## src/rtl/cpu_types_pkg.sv

```systemverilog
// Shared CPU types: fetch-address split and instruction-cache frame/FSM types.
package cpu_types_pkg;

  localparam int unsigned ITAG_W      = 26;
  localparam int unsigned IIDX_W      = 4;
  localparam int unsigned IBYT_W      = 2;
  localparam int unsigned ICACHE_SETS = 2 ** IIDX_W;

  typedef logic [31:0] word_t;

  typedef struct packed {
    logic [ITAG_W-1:0] tag;
    logic [IIDX_W-1:0] idx;
    logic [IBYT_W-1:0] bytoff;
  } icachef_t;

  typedef enum logic {
    LOOKUP,
    FETCH
  } icache_state_t;

  typedef struct packed {
    logic              valid;
    logic [ITAG_W-1:0] tag;
    word_t             data;
  } icache_frame_t;

  function automatic word_t word_align(word_t addr);
    return {addr[31:IBYT_W], {IBYT_W{1'b0}}};
  endfunction

endpackage

```

## src/rtl/icache_array.sv

```systemverilog
// Frame storage for icache_direct: one async read port, one write port, flash-clear of valids.
module icache_array
  import cpu_types_pkg::*;
(
  input  logic              clk_i,
  input  logic              rst_i,
  input  logic              flush_i,
  input  logic              we_i,
  input  logic [IIDX_W-1:0] widx_i,
  input  icache_frame_t     wframe_i,
  input  logic [IIDX_W-1:0] ridx_i,
  output icache_frame_t     rframe_o
);

  icache_frame_t frames_q [ICACHE_SETS];

  always_ff @(posedge clk_i) begin
    if (rst_i) begin
      for (int i = 0; i < ICACHE_SETS; i++) begin
        frames_q[i] <= '0;
      end
    end else begin
      if (we_i) begin
        frames_q[widx_i] <= wframe_i;
      end
      // Flush is applied after the write so a coincident fill leaves the frame invalid.
      if (flush_i) begin
        for (int i = 0; i < ICACHE_SETS; i++) begin
          frames_q[i].valid <= 1'b0;
        end
      end
    end
  end

  assign rframe_o = frames_q[ridx_i];

endmodule

```

## src/rtl/icache_direct.sv

```systemverilog
// Direct-mapped 16-frame instruction cache with a blocking single-word refill.
// Optional hit/miss counters are built when ICACHE_STATS_EN is defined.
module icache_direct
  import cpu_types_pkg::*;
(
  input  logic        CLK,
  input  logic        RST,
  input  logic        imemREN,
  input  logic [31:0] imemaddr,
  input  logic        iflush,
  output logic        ihit,
  output logic [31:0] imemload,
  output logic        iREN,
  output logic [31:0] iaddr,
  input  logic        iwait,
  input  logic [31:0] iload
`ifdef ICACHE_STATS_EN
  ,
  output logic [31:0] hit_count,
  output logic [31:0] miss_count
`endif
);

  icache_state_t state_q, state_d;
  word_t         miss_addr_q, miss_addr_d;
  icachef_t      req, fill;
  icache_frame_t rframe, wframe;
  logic          lookup_hit, lookup_miss, fill_en;
  logic          unused_byt;

  assign req        = icachef_t'(imemaddr);
  assign fill       = icachef_t'(miss_addr_q);
  assign unused_byt = ^{req.bytoff, fill.bytoff};

  assign lookup_hit  = (state_q == LOOKUP) && imemREN && rframe.valid && (rframe.tag == req.tag);
  assign lookup_miss = (state_q == LOOKUP) && imemREN && !lookup_hit;
  assign fill_en     = (state_q == FETCH) && !iwait;

  assign wframe = '{valid: 1'b1, tag: fill.tag, data: iload};

  icache_array u_array (
    .clk_i    (CLK),
    .rst_i    (RST),
    .flush_i  (iflush),
    .we_i     (fill_en),
    .widx_i   (fill.idx),
    .wframe_i (wframe),
    .ridx_i   (req.idx),
    .rframe_o (rframe)
  );

  assign ihit     = lookup_hit;
  assign imemload = lookup_hit ? rframe.data : '0;
  assign iREN     = (state_q == FETCH);
  assign iaddr    = miss_addr_q;

  always_comb begin
    state_d     = state_q;
    miss_addr_d = miss_addr_q;
    unique case (state_q)
      LOOKUP: begin
        if (lookup_miss) begin
          state_d     = FETCH;
          miss_addr_d = word_align(imemaddr);
        end
      end
      FETCH: begin
        // The refill is never aborted; it always completes with the latched address.
        if (!iwait) begin
          state_d = LOOKUP;
        end
      end
    endcase
  end

  always_ff @(posedge CLK) begin
    if (RST) begin
      state_q     <= LOOKUP;
      miss_addr_q <= '0;
    end else begin
      state_q     <= state_d;
      miss_addr_q <= miss_addr_d;
    end
  end

`ifdef ICACHE_STATS_EN
  logic [31:0] hit_count_q, miss_count_q;

  always_ff @(posedge CLK) begin
    if (RST) begin
      hit_count_q  <= '0;
      miss_count_q <= '0;
    end else begin
      if (lookup_hit) begin
        hit_count_q <= hit_count_q + 32'd1;
      end
      if (lookup_miss) begin
        miss_count_q <= miss_count_q + 32'd1;
      end
    end
  end

  assign hit_count  = hit_count_q;
  assign miss_count = miss_count_q;
`endif

endmodule
```

## config.mk

```make
export PLATFORM = sky130hd
export DESIGN_NAME = icache_direct
export DESIGN_NICKNAME = d
export VERILOG_FILES = /design/src/rtl/cpu_types_pkg.sv /design/src/rtl/icache_array.sv /design/src/rtl/icache_direct.sv
export SDC_FILE = /design/constraint.sdc
export NUM_CORES = 1
export LEC_CHECK = 0
export BUFFER_PORTS_ARGS = -buffer_cell sky130_fd_sc_hd__buf_2
export CORE_UTILIZATION = 25
export DETAILED_ROUTE_END_ITERATION = 6
export PLACE_DENSITY = 0.46
export SYNTH_ARGS = -nofsm -noshare
export SYNTH_HDL_FRONTEND = slang
export SYNTH_SLANG_ARGS = --single-unit
export TNS_END_PERCENT = 1
```

## constraint.sdc

```tcl
create_clock -name CLK -period 13.5 [get_ports CLK]
set_input_delay 0.675 -clock CLK [delete_from_list [all_inputs] [get_ports CLK]]
set_output_delay 0.675 -clock CLK [all_outputs]
set_load 0.005 [all_outputs]
```

==> results.md <==
- The number of register bits inferred by synthesis is 975.
- The post-route total power is 6.703 mW.
- The instance area at placement is 47590 sq um.
- The overall die area is 179600 sq um.
- Across the run, the number of max-cap violations was 0.
- The most used flip-flop cell after synthesis is sky130_fd_sc_hd__edfxtp_1.
- The synthesized design spends more area on one cell type than any other, namely sky130_fd_sc_hd__edfxtp_1.
- Headroom to the max-slew limit came out at 14.07%.
- The highest ir drop seen on vdd is 0.09429 mV.
- The number of nets in the layout is 2967.
- The die boundary width is 423.8 um.
- The number of global-route vias before repair is 25118.
- The most common cell after layout, fill and taps aside is sky130_fd_sc_hd__and2_1.
- After filler insertion, the fill cell instance count of the layout stands at 17652.
- Buffers inserted to repair hold after CTS numbered 0.
- The hold violation total from the final report is 0.
- Setup repair after global routing left no endpoint under its margin.
- Port buffering added 130 buffers.
- The final worst setup slack is 6.838 ns.
- Relative to the synthesized area, the layout overhead comes to 14.21%.
- The post-synthesis cell count is 2853.
- The critical path's largest stage delay is 0.87 ns.
- The post-route clock period utilization is 49.35%.
- The pre-antenna-repair detailed-routing pass consisted of 7 iterations.
- By area the synthesized netlist is led by sky130_fd_sc_hd__edfxtp_1 (63%), sky130_fd_sc_hd__and2_1 (13%), sky130_fd_sc_hd__mux4_2 (12%).
- The final standard cell area without fillers is 50790 sq um.
- The clock sink count is 975.
- Along the worst path, the maximum fanout reaches 50.
- The worst setup path is captured at a primary output.
- The cell area that synthesis handed to floorplanning was 44470 sq um.
- The number of placed instances with taps included is 5132.
- The type of origin of the critical path is an input port.
- The worst setup timing slack at the placement stage is 6.626 ns.
- The TritonCTS clock tree is built.
- Cells with a size suffix above 1 make up 20.73% of the layout.
- Leaving out fill and tap cells, the most frequent cells in the layout are sky130_fd_sc_hd__and2_1 (932), sky130_fd_sc_hd__edfxtp_1 (928), sky130_fd_sc_hd__mux4_2 (243), sky130_fd_sc_hd__buf_2 (127), sky130_fd_sc_hd__clkbuf_16 (106).
- Counting the buffers created by CTS gives 104.
- The kind of cell with the highest combined delay along the critical path is buffers and inverters.
- The fraction of registers with async set/reset is 0%.
- For the final routed database, the setup TNS stands at 0 ns.
- The share of synthesized area occupied by flip-flops and latches is 64.78%.
- Yosys printed 0 warnings.
- The placement row count is 154.
- Once layout is complete, the cells apart from fillers number 5337.
- 135 I/O pins were placed.
- The number of antenna violations at the first check in global routing is 39.
- The via total after detailed routing is 24528.
- For the pin with the worst max-slew slack, the measured transition is 1.286 ns.
- The number of routed nets with antenna violations is 0.
- The run finished, with violations left.
- Registers take 28810 sq um.
- The DRC violation count after routing is 36.
- At the worst endpoint, the arrival time is 5.99 ns.
- The analysis attributes to cell leakage a power of 18.13 nW.
- The netlist uses 64 different library cells.
- Wires add up to 147.0 mm.
- The cell with the most instances on the worst path is sky130_fd_sc_hd__buf_4.
- The master of the slowest instance on the critical path is sky130_fd_sc_hd__buf_4.
- The timing-limited maximum frequency is 150.1 MHz.
- Setup violations remaining at the end of the flow were counted as 0.
- The total count of max-transition violations in the final report came to 0.
- The effective utilization at floorplan is 25.20%.
- The final reports fail on DRC.
- For this design the ratio of total power to cell area is 132.0 nW/um^2.
- After global routing the overflow that remains totals 0.
- The path class of the lowest-slack min-delay path is in2reg.
- Post-CTS repair changed the size of 0 cells.
- The number of enable-type register cells in the synthesized netlist is 928.
- Counting both buffers and inverters, the worst setup path holds a total of 5.
- The global-route usage over all layers is 16.20%.
- The maximum clock path buffer count is 3.
- The first-pass GRT wire length is 203.6 mm.
- The number of levels in the clock H-tree is 3.
- The number of DRC violations after detailed-routing iteration 0 is 2742.
- In this run the post-CTS setup repair buffer count came out at 0.
- After floorplanning, the core was sized to cover 176500 sq um.
- The vertical extent of the die is 423.8 um.
- Clock-pin slew was measured on the worst setup and hold paths at 0.06 ns.
- The signal on the critical path passes through buf_6 > buf_4 > buf_4 > mux4_2 > mux2i_1 > xor2_1 > o22ai_1 > or4_1 > or4_2 > buf_4 > and2b_2 > buf_2.
- The routed via count divided by cell count is 4.596.
- In the final routed layout, each cell accounts on average for 27.54 um.
- In this run the biggest area consumer among cell types represents 62.66% of the synthesized area.
- The largest net degree at the start of global routing is 123.
- The minimum clock period is 6.662 ns.
- The mean cell area of the mapped netlist is 15.59 sq um.
- The area of the multi-input gates is 14620 sq um.
- The clock root buffer master is sky130_fd_sc_hd__clkbuf_16.
- Routability-driven placement finished with a final weighted congestion of 0.7252.
- The data required time of the critical path is 12.82 ns.
- The clock skew after layout is 0.02371 ns.
- Clock latency on the worst-skew pair, taken at its later pin, is 0.72 ns.
- The wire-length estimate of the detail-placed layout is 76.35 mm.
- The worst setup path is of the in2out kind.
==> worst paths after layout <==
path | startpoint | end | slack [ns] | cells past startpoint
worst max-delay path | imemaddr[4] | imemload[0] | 6.84 | 12
worst min-delay path | imemaddr[11] | iaddr[11] | 0.24 | 3
worst max register to register | u_array.frames_q[15][37] | iaddr[25] | 8.60 | 11
worst min register to register | u_array.frames_q[15][58] | u_array.frames_q[15][58] | 0.49 | 2
==> tightest hold or removal path, stage by stage <==
cell,delay (ns)
sky130_fd_sc_hd__buf_2,0.11
sky130_fd_sc_hd__nand2_1,0.05
sky130_fd_sc_hd__mux2i_1,0.06
==> logic make-up (layout without fill, tap and decap cells) <==
group	count (synthesis)	in the layout	synth area share (%)
xor gates and xnor gates	24	24	0.4727
muxes	348	348	14.97
and+or+nand+nor	1138	1138	15.34
AOI/OAI and AO/OA	99	99	1.502
other	1	13	0.008432
buffers and inverters	268	400	2.932
DFF	975	975	64.78
==> layer usage <==
layer	wire length [um]	track usage, %	up-vias
met4	3892	4.254	14
met3	10300	2.853	213
li1	-	-	10578
met1	62220	22.13	12847
met2	70480	26.41	876
met5	86	0	-
==> flip-flops by register name (all words and copies together), names as in the netlist <==
signal and count:
iREN 1, u_array.frames_q 944, iaddr 30
==> through the flow <==
stage,hold WS [ns],util (%)
detailed placement,0.4745,26.96
CTS,0.1839,28.76
floorplan,0.4513,-
global route,0.2149,28.77
finish,0.2426,28.78
global placement,0.4632,26.96
==> layout make-up <==
type                    instances  area share, %
flip-flops and latches        975          56.71
clock buffers                 152          5.700
well taps                    2340          5.764
repair buffers                193          2.313
inverters                      13         0.1059
multi-input cells            1611          28.79
clock inverters                42         0.5592
diodes                         11        0.05419
==> synthesized netlist by cell type, types with 7 or more instances <==
cell                       instances
sky130_fd_sc_hd__a21oi_1          22
sky130_fd_sc_hd__a221oi_1         12
sky130_fd_sc_hd__a22oi_1           8
sky130_fd_sc_hd__and2_1          932
sky130_fd_sc_hd__buf_1            16
sky130_fd_sc_hd__buf_2            13
sky130_fd_sc_hd__buf_4            14
sky130_fd_sc_hd__buf_6             9
sky130_fd_sc_hd__clkbuf_1        186
sky130_fd_sc_hd__dfxtp_1          47
sky130_fd_sc_hd__edfxtp_1        928
sky130_fd_sc_hd__inv_1             9
sky130_fd_sc_hd__mux2i_1          95
sky130_fd_sc_hd__mux4_1            8
sky130_fd_sc_hd__mux4_2          243
sky130_fd_sc_hd__nand2_1          79
sky130_fd_sc_hd__nand4_1           7
sky130_fd_sc_hd__nor2_1           44
sky130_fd_sc_hd__nor2b_1          34
sky130_fd_sc_hd__nor3_1            8
sky130_fd_sc_hd__o21ai_0          19
sky130_fd_sc_hd__o22ai_1           9
sky130_fd_sc_hd__xnor2_1          12
sky130_fd_sc_hd__xor2_1           12
==> report_power, final <==
group | internal [mW] | total (mW) | switching (mW)
sequential | 3.41 | 3.46 | 0.0524
combinational | 0.168 | 0.471 | 0.303
clock | 1.54 | 2.77 | 1.23
Note: power is estimated with default switching activity, not from simulation.
